File: config.mk
export PLATFORM = sky130hd
export DESIGN_NAME = pred_rf_multi
export DESIGN_NICKNAME = d
export VERILOG_FILES = /design/src/rtl/pred_rf_pkg.sv /design/src/rtl/pred_rf_send_stage.sv /design/src/rtl/pred_rf_multi.sv
export SDC_FILE = /design/constraint.sdc
export NUM_CORES = 1
export LEC_CHECK = 0
export CORE_ASPECT_RATIO = 0.75
export CORE_MARGIN = 1
export CORE_UTILIZATION = 55
export CTS_CLUSTER_DIAMETER = 60
export DETAILED_ROUTE_END_ITERATION = 8
export GPL_TIMING_DRIVEN = 0
export PLACE_DENSITY_LB_ADDON = 0.12
export SETUP_SLACK_MARGIN = 0.3
export SYNTH_ARGS = -nofsm -noshare
export SYNTH_HDL_FRONTEND = slang
export SYNTH_SLANG_ARGS = --single-unit
File: constraint.sdc
create_clock -name CLK -period 5.33 [get_ports CLK]
set_input_delay 0.7995 -clock CLK [delete_from_list [all_inputs] [get_ports CLK]]
set_output_delay 0.7995 -clock CLK [all_outputs]
set_load 0.05 [all_outputs]
File: src/rtl/pred_rf_pkg.sv
// Shared encodings for the predicate register file: FU select values, write-source priority, channel field extraction.
// No logic of its own; latency and backpressure are defined by the modules that import it.
package pred_rf_pkg;

  localparam int FU_SEL_FILE      = 0;
  localparam int FU_SEL_EDGE_BASE = 1;
  localparam int MAX_P_W          = 32;
  localparam int MAX_BUS_W        = 1024;

  // Source that owns an address this cycle; WB outranks CAP on a same-address clash.
  typedef enum logic [1:0] {
    WR_SRC_NONE = 2'd0,
    WR_SRC_CAP  = 2'd1,
    WR_SRC_WB   = 2'd2
  } wr_src_e;

  function automatic int sel_to_edge(input int sel);
    return sel - FU_SEL_EDGE_BASE;
  endfunction

  function automatic logic [MAX_P_W-1:0] ch_field(input logic [MAX_BUS_W-1:0] bus,
                                                  input int ch, input int w);
    return MAX_P_W'(bus >> (ch * w));
  endfunction

endpackage

File: src/rtl/pred_rf_send_stage.sv
// Send stage: write-first forward of the addressed entry, mask expansion, registered edge outputs and send_miss.
// Latency 1 cycle; no backpressure, a send is accepted every cycle.
module pred_rf_send_stage
  import pred_rf_pkg::*;
#(
  parameter int P_W    = 4,
  parameter int N_EDGE = 4,
  parameter int ADDR_W = 6
) (
  input  logic                    clk_i,
  input  logic                    rst_i,
  input  logic                    send_en_i,
  input  logic [ADDR_W-1:0]       send_addr_i,
  input  logic [N_EDGE-1:0]       send_mask_i,
  input  logic [P_W-1:0]          rd_dat_i,
  input  logic                    rd_vld_i,
  input  logic                    flush_i,
  input  logic                    cap_we_i,
  input  logic [ADDR_W-1:0]       cap_addr_i,
  input  logic [P_W-1:0]          cap_dat_i,
  input  logic                    wb_en_i,
  input  logic [ADDR_W-1:0]       wb_addr_i,
  input  logic [P_W-1:0]          wb_dat_i,
  output logic [N_EDGE*P_W-1:0]   edge_p_out_o,
  output logic [N_EDGE-1:0]       edge_p_out_vld_o,
  output logic                    send_miss_o
);

  wr_src_e                 fwd_src;
  logic [P_W-1:0]          fwd_dat;
  logic                    fwd_vld;
  logic [N_EDGE*P_W-1:0]   out_dat_d, out_dat_q;
  logic [N_EDGE-1:0]       out_vld_d, out_vld_q;
  logic                    send_miss_d, send_miss_q;

  always_comb begin
    fwd_src = WR_SRC_NONE;
    if (cap_we_i && (cap_addr_i == send_addr_i)) fwd_src = WR_SRC_CAP;
    if (wb_en_i && (wb_addr_i == send_addr_i))   fwd_src = WR_SRC_WB;
  end

  // A flush with no same-address write leaves the entry invalid for this send.
  always_comb begin
    fwd_dat = rd_dat_i;
    fwd_vld = rd_vld_i && !flush_i;
    case (fwd_src)
      WR_SRC_WB: begin
        fwd_dat = wb_dat_i;
        fwd_vld = 1'b1;
      end
      WR_SRC_CAP: begin
        fwd_dat = cap_dat_i;
        fwd_vld = 1'b1;
      end
      default: ;
    endcase
  end

  always_comb begin
    out_dat_d   = '0;
    out_vld_d   = '0;
    send_miss_d = send_en_i && !fwd_vld;
    for (int j = 0; j < N_EDGE; j++) begin
      out_vld_d[j] = send_en_i && send_mask_i[j] && fwd_vld;
      if (out_vld_d[j]) out_dat_d[j*P_W +: P_W] = fwd_dat;
    end
  end

  always_ff @(posedge clk_i) begin
    if (rst_i) begin
      out_dat_q   <= '0;
      out_vld_q   <= '0;
      send_miss_q <= 1'b0;
    end else begin
      out_dat_q   <= out_dat_d;
      out_vld_q   <= out_vld_d;
      send_miss_q <= send_miss_d;
    end
  end

  assign edge_p_out_o     = out_dat_q;
  assign edge_p_out_vld_o = out_vld_q;
  assign send_miss_o      = send_miss_q;

endmodule

File: src/rtl/pred_rf_multi.sv
// Predicate register file for a CGRA PE: edge capture + FU write-back, FU read/bypass mux, masked edge send.
// FU path combinational, send and status 1 cycle; no backpressure, every operation completes in its cycle.
module pred_rf_multi
  import pred_rf_pkg::*;
#(
  parameter  int P_W    = 4,
  parameter  int DEPTH  = 64,
  parameter  int N_EDGE = 4,
  localparam int ADDR_W = $clog2(DEPTH),
  localparam int SEL_W  = $clog2(N_EDGE + 1)
) (
  input  logic                  CLK,
  input  logic                  RST,
  input  logic [N_EDGE*P_W-1:0] edge_p_in,
  input  logic [N_EDGE-1:0]     edge_p_in_vld,
  input  logic                  cap_en,
  input  logic [SEL_W-1:0]      cap_sel,
  input  logic [ADDR_W-1:0]     cap_addr,
  input  logic                  wb_en,
  input  logic [ADDR_W-1:0]     wb_addr,
  input  logic [P_W-1:0]        wb_data,
  input  logic                  flush,
  input  logic [SEL_W-1:0]      fu_sel,
  input  logic [ADDR_W-1:0]     fu_addr,
  output logic [P_W-1:0]        pred_out,
  output logic                  pred_out_vld,
  input  logic                  send_en,
  input  logic [ADDR_W-1:0]     send_addr,
  input  logic [N_EDGE-1:0]     send_mask,
  output logic [N_EDGE*P_W-1:0] edge_p_out,
  output logic [N_EDGE-1:0]     edge_p_out_vld,
  output logic                  rd_miss,
  output logic                  send_miss,
  output logic                  wr_collide
);

  localparam logic [SEL_W-1:0] N_EDGE_SEL = SEL_W'(N_EDGE);
  localparam logic [SEL_W-1:0] SEL_FILE   = SEL_W'(FU_SEL_FILE);
  localparam int               VLD_EXT_W  = 2**SEL_W;

  logic [P_W-1:0]       data_q [DEPTH];
  logic [DEPTH-1:0]     valid_q, valid_d;
  logic                 rd_miss_q, rd_miss_d;
  logic                 wr_collide_q, wr_collide_d;
  logic [VLD_EXT_W-1:0] edge_vld_ext;
  logic                 cap_ok, cap_we;
  logic [P_W-1:0]       cap_dat;

  // Zero-extended so any select value indexes safely; out-of-range channels read invalid.
  assign edge_vld_ext = VLD_EXT_W'(edge_p_in_vld);
  assign cap_ok       = cap_en && (cap_sel < N_EDGE_SEL) && edge_vld_ext[cap_sel];
  assign cap_dat      = P_W'(ch_field(MAX_BUS_W'(edge_p_in), int'(cap_sel), P_W));
  assign wr_collide_d = cap_ok && wb_en && (cap_addr == wb_addr);
  assign cap_we       = cap_ok && !wr_collide_d;

  always_comb begin
    valid_d = valid_q;
    if (flush)  valid_d = '0;
    if (cap_we) valid_d[cap_addr] = 1'b1;
    if (wb_en)  valid_d[wb_addr]  = 1'b1;
  end

  always_ff @(posedge CLK) begin
    if (!RST) begin
      if (cap_we) data_q[cap_addr] <= cap_dat;
      if (wb_en)  data_q[wb_addr]  <= wb_data;
    end
  end

  always_ff @(posedge CLK) begin
    if (RST) begin
      valid_q      <= '0;
      rd_miss_q    <= 1'b0;
      wr_collide_q <= 1'b0;
    end else begin
      valid_q      <= valid_d;
      rd_miss_q    <= rd_miss_d;
      wr_collide_q <= wr_collide_d;
    end
  end

  assign rd_miss_d = (fu_sel == SEL_FILE) && !valid_q[fu_addr];

  always_comb begin
    pred_out     = '0;
    pred_out_vld = 1'b0;
    if (fu_sel == SEL_FILE) begin
      pred_out_vld = valid_q[fu_addr];
      if (valid_q[fu_addr]) pred_out = data_q[fu_addr];
    end else if (fu_sel <= N_EDGE_SEL) begin
      pred_out     = P_W'(ch_field(MAX_BUS_W'(edge_p_in), sel_to_edge(int'(fu_sel)), P_W));
      pred_out_vld = edge_vld_ext[fu_sel - SEL_W'(1)];
    end
  end

  pred_rf_send_stage #(
    .P_W    (P_W),
    .N_EDGE (N_EDGE),
    .ADDR_W (ADDR_W)
  ) u_send (
    .clk_i            (CLK),
    .rst_i            (RST),
    .send_en_i        (send_en),
    .send_addr_i      (send_addr),
    .send_mask_i      (send_mask),
    .rd_dat_i         (data_q[send_addr]),
    .rd_vld_i         (valid_q[send_addr]),
    .flush_i          (flush),
    .cap_we_i         (cap_we),
    .cap_addr_i       (cap_addr),
    .cap_dat_i        (cap_dat),
    .wb_en_i          (wb_en),
    .wb_addr_i        (wb_addr),
    .wb_dat_i         (wb_data),
    .edge_p_out_o     (edge_p_out),
    .edge_p_out_vld_o (edge_p_out_vld),
    .send_miss_o      (send_miss)
  );

  assign rd_miss    = rd_miss_q;
  assign wr_collide = wr_collide_q;

endmodule
Word-level counts from Yosys, hierarchy flattened --
Memory sizes are Yosys's and may differ from the RTL's. Index checks and enable logic that the tools add are counted. Widths: inputs -> output; s select.
Operators by class: add/sub/neg operators 2, $lt $le $gt $ge 10, equal/unequal tests 5, shifts and indexed selects 2, mux-type cells 30, bitwise operators 6, reductions and logical operators 30
Operators by type and width (count):
- $mux 64 | 3
- $or 64x64->64 | 2
- $shr 16x32->4 | 1
- $lt 6x7->1 const B | 4
- $logic_and 1x1->1 | 20
- $eq 6x6->1 | 3
- $mux 1 | 16
- $shr 16x5->4 | 1
- $bmux 1 s6 | 2
- $demux 1 s6 | 2
- $ge 6x1->1 const B | 2
- $mux 4 | 3
- $reduce_or 2->1 | 5
- $lt 3x4->1 const B | 2
- $pmux 4 s2 | 1
- $bmux 1 s3 | 2
- $logic_not 1->1 | 4
- $not 1->1 | 4
- $sub 3x1->4 const B | 1
- $le 3x3->1 const B | 1
- $logic_not 3->1 | 1
- $lt 3x3->1 const B | 1
- $sub 3x1->3 const B | 1
- $eq 2x1->1 const B | 1
- 2 further kinds | 2
Word-level totals: register bits after elaboration 87, memory bits (writable) 256, input bits 64, output and inout port bits 28, logic and storage cells 95, memories kept 1
Memory list:
- data_q | depth 64, width 4, rd ports 2, clocked after memory_dff 0, write ports 2, RTL line pred_rf_multi.sv:41 | logic [P_W-1:0] data_q [DEPTH];

Longest topological paths before layout --
depth in word-level cells 16, mapped depth 10, depth with buffers taken out 7

Modules after synthesis --
A second synthesis with hierarchy kept.
Unflattened totals: cell total of the unflattened synthesis 1529, area total of the unflattened synthesis 19726.4 sq um
Modules (own cells, without submodules):
- pred_rf_multi | times used 1, cells an instance 1444, area each 18866.8 sq um, sequential area each 9008.6 sq um
- pred_rf_send_stage | times used 1, cells an instance 85, area each 859.6 sq um, sequential area each 420.4 sq um

Worst setup path before layout --
No wires, ideal clock.
kind input to output, from in fu_addr[1], to out pred_out[2], arrival time 2.973 ns, data required time 4.530 ns, setup slack 1.558 ns, cell stages on the path 8, path buffers 2, cell sequence clkbuf_1 -> clkbuf_1 -> mux4_2 -> mux4_2 -> mux2i_1 -> mux2i_1 -> nand2_1 -> o22ai_1
On the way: cells in the longest elaborated chain, start to end 4, elaborated cells between the ends (all ways) 5, classes of those cells 4 x mux; 1 x memory
RTL lines:
- from (decl) | RTL line pred_rf_multi.sv:24 | input logic [ADDR_W-1:0] fu_addr,
- $bmux 1 s6 | RTL line pred_rf_multi.sv:89 | if (valid_q[fu_addr]) pred_out = data_q[fu_addr];
- $mux 1 (implied by the code) | RTL line pred_rf_multi.sv:89
- $mux 4 (*) | RTL line pred_rf_multi.sv:89
- $mux 4 (*) | RTL line pred_rf_multi.sv:87 | if (fu_sel == SEL_FILE) begin
- to (decl) | RTL line pred_rf_multi.sv:25 | output logic [P_W-1:0] pred_out,
Mark *: on every way between the ends. The rest lies on a longest branch, timed or not. The select of a mux whose other input is x is not followed.

Worst setup path in the final report --
from in fu_addr[4], to out pred_out[1]
Same word-level chain as after synthesis.

==> reports/results.tsv <==
stage	metric	value	unit
pwr	clock_power_share	40.1	%
sta	rsz0062_at_grt	no	
floorplan	io_pins	92	
logic_synthesis	syn_nets	1670	
cts	htreeDepth	2	
worst_setup_path	critPathCaptureType	primary output	
grt	grt_pass1_wl	118600	µm
pwr	p_leak	7.527	nW
finish	fin_cells	2205	
run	max-cap-violations	0	
detailed_routing	first_pass_iters	8	
worst_setup_path	path_max_fanout	10	
cts	clk-insertion-delay-late	0.56	ns
logic_synthesis	ys_seq_area_share	46.82	%
logic_synthesis	synth_seq_cells	343	
sta	skew	0.01756	ns
finish	drive_above_1_share	24.09	%
place	gp_congestion	1.084	
cts	ctsHoldBuffers	0	
grt	antenna_found_initial	4	
pwr	power_switching	1.775	mW
logic_synthesis	avgSynthCellArea	12.56	µm²
worst_setup_path	crit_required	4.53	ns
logic_synthesis	synth_edf_count	256	
sta	min_period	4.993	ns
detailed_routing	route.detailed.drc	0	
logic_synthesis	synthFlopType	edfxtp_1	
cts	cts_root_buffer	clkbuf_16	
worst_hold_path	hold_depth	1	
sta	tightestPinTransition	1.409	ns
pwr	max-vdd-ir-drop	0.2161	mV
floorplan	fp.dieW	222.9	µm
place	dp_hpwl	64000	µm
worst_setup_path	path_cells	clkdlybuf4s50_1 > clkdlybuf4s15_2 > buf_4 > mux4_2 > mux2i_1 > nor2_1 > a21oi_1 > o22ai_1 > clkdlybuf4s50_1	
logic_synthesis	synth-async-reset-ratio	0	%
worst_setup_path	cp_common_cell	clkdlybuf4s50_1	
sta	final-max-slew-violation-count	0	
pwr	power.internal	4.623	mW
floorplan	die_h	167.7	µm
pwr	p_seq_share	45.5	%
sta	finalHoldViolCount	0	
grt	grt_pass1_vias	15490	
worst_setup_path	worst_path_dominant_cell_family	buffers and inverters	
worst_setup_path	r2r_cells	7	
cts	cts_tree	done	
finish	nets	1777	
cts	clk_path_buf_depth	3	
grt	grt_usage	46.70	%
detailed_routing	vias	16640	
logic_synthesis	synthCells	1603	
floorplan	rows	60	
pwr	combPwrFrac	14.4	%
grt	grt_max_degree	15	
detailed_routing	vias_per_cell	7.546	
sta	fin_crit_sh	93.69	%
sta	maxSlewHeadroom	6.074	%
floorplan	initial_core_util	56.00	%
worst_setup_path	crit_type	input pin to primary output	
sta	fmax	200.3	MHz
detailed_routing	drt_iter0_drc	2973	
logic_synthesis	yosysWarnings	0	
grt	overflow	0	
finish	fin_util	62.84	%
worst_setup_path	startpoint_type	input pin	
detailed_routing	wire_per_inst	39.24	µm
worst_setup_path	worst-path-stages	9	
logic_synthesis	syn_area	20140	µm²
pwr	p_total	6.398	mW
detailed_routing	ant_nets	0	
cts	numCtsBuffers	37	
detailed_routing	wl	86520	µm
outcome	status	finished clean	
cts	clkTransAtPathRegs	0.06	ns
floorplan	core-area	35960	µm²
floorplan	fp.dieArea	37390	µm²
cts	clock_sinks	343	
worst_setup_path	path_buf_inv	4	
pwr	swShare	27.74	%
finish	area_growth	12.21	%
worst_setup_path	arrival	4.19	ns
logic_synthesis	ys_types	56	
worst_hold_path	hp-class	register to register	
sta	finalSetupViolations	0	
place	port_buffers	68	
worst_setup_path	max_stage_delay	0.73	ns
place	dp_cells	2136	
pwr	powerDensity	283.2	nW/µm²
worst_setup_path	slowest_stage	clkdlybuf4s50_1	
per-stage QoR:
stage	hold WS [ns]	setup TNS (ns)	cell area, µm²	setup WS (ns)
final	0.4771	0	22600	0.3366
after global routing	0.4901	0	22590	0.3500
after CTS	0.4739	0	22580	0.3167
after detailed placement	0.4600	-1.263	21400	-0.3478
after global placement	0.4464	-1.072	21400	-0.3031
after floorplan	0.4381	0	20140	1.558
registers in the layout (all words and copies together), names as in the netlist:
name                     cells
wr_collide                   1
rd_miss                      1
u_send.send_miss_o           1
u_send.edge_p_out_vld_o      4
u_send.edge_p_out_o         16
valid_q                     64
data_q                     256
layout by cell type (no fill, tap or decap), types with 5 or more instances in the layout:
master / instances
mux4_1: 5
nor2_1: 56
nand2b_1: 5
o22ai_1: 37
clkbuf_1: 97
a21o_1: 64
nand3_1: 28
nand3b_1: 6
inv_1: 15
mux4_2: 171
nor2b_1: 14
edfxtp_1: 256
nor3b_1: 5
mux2_2: 123
nor3_1: 7
xnor2_1: 14
mux2i_1: 46
buf_2: 23
or3b_2: 5
clkbuf_2: 7
clkbuf_16: 39
buf_4: 12
or3_1: 6
clkinv_2: 5
nand2_1: 218
o21ai_0: 169
nand4_1: 22
a211oi_1: 25
dfxtp_1: 87
clkinv_1: 9
a21oi_1: 7
clkdlybuf4s50_1: 68
buf_6: 8
power groups by stage:
stage / Combinational (mW) / Sequential (mW) / Clock (mW)
floorplan: 0.505 / 2.97 / 0
global placement: 0.860 / 2.97 / 0
detailed placement: 0.868 / 2.97 / 0
CTS: 0.873 / 2.91 / 2.53
global route: 0.930 / 2.91 / 2.63
finish: 0.923 / 2.91 / 2.57
logic make-up after synthesis:
kind of cell	share of synthesized area, %
adder cells (fa/ha/maj)	0.1864
XOR/XNOR	0.7829
flip-flops	46.82
AO/OA/AOI/OAI	10.57
multiplexers	29.00
AND/OR/NAND/NOR	8.860
buffers and inverters	3.778
layout make-up:
class | instances | area [µm²]
multi-input cells | 1095 | 9952
clock buffers | 43 | 1001
fillers | 2869 | 13360
clock inverters | 25 | 167.7
diodes | 1 | 2.502
well taps | 465 | 581.8
flip-flops and latches | 343 | 9429
plain buffers | 150 | 724.4
repair buffers | 68 | 680.7
inverters | 15 | 56.30
worst register-to-register path, stage by stage, from the launching register on:
cell,delay (ns)
dfxtp_1,0.33
mux4_2,0.45
mux2_2,0.35
o221ai_1,0.31
nor4_1,0.11
a211oi_1,0.49
buf_2,0.34
a211oi_1,0.08
synthesized netlist by cell type, types with 15 or more instances:
cell type	number	area [µm²]
nand2_1	218	818.3
clkbuf_1	101	379.1
edfxtp_1	256	7687
dfxtp_1	87	1742
nand3_1	28	140.1
nor2_1	56	210.2
mux4_2	171	3851
inv_1	15	56.30
a211oi_1	25	187.7
o21ai_0	169	845.8
a21o_1	64	480.5
o22ai_1	37	231.5
mux2_2	123	1385
nand4_1	22	137.6
buf_2	23	115.1
mux2i_1	46	460.4
timing repair:
action	in CTS	in global routing
setup endpoints to repair	4	4
setup buffers	0	0
resized for setup	10	9
final timing paths:
path	slack [ns]	to	startpoint
max	0.34	pred_out[1]	fu_addr[4]
max reg2reg	2.71	u_send.edge_p_out_o[6]$_SDFF_PP0_	valid_q[58]$_SDFF_PP0_
min	0.48	valid_q[45]$_SDFF_PP0_	valid_q[45]$_SDFF_PP0_
min reg2reg	0.48	valid_q[45]$_SDFF_PP0_	valid_q[45]$_SDFF_PP0_
per-layer routing:
layer  vias up  track usage [%]  routed length (µm)
met3       243            24.36               16240
met2      1622            61.45               33750
met1      8297            63.88               32000
li1       6473                -                   -
met4         4            20.06                4374
met5         -                0                 158
Power figures use the tool's default switching activity.
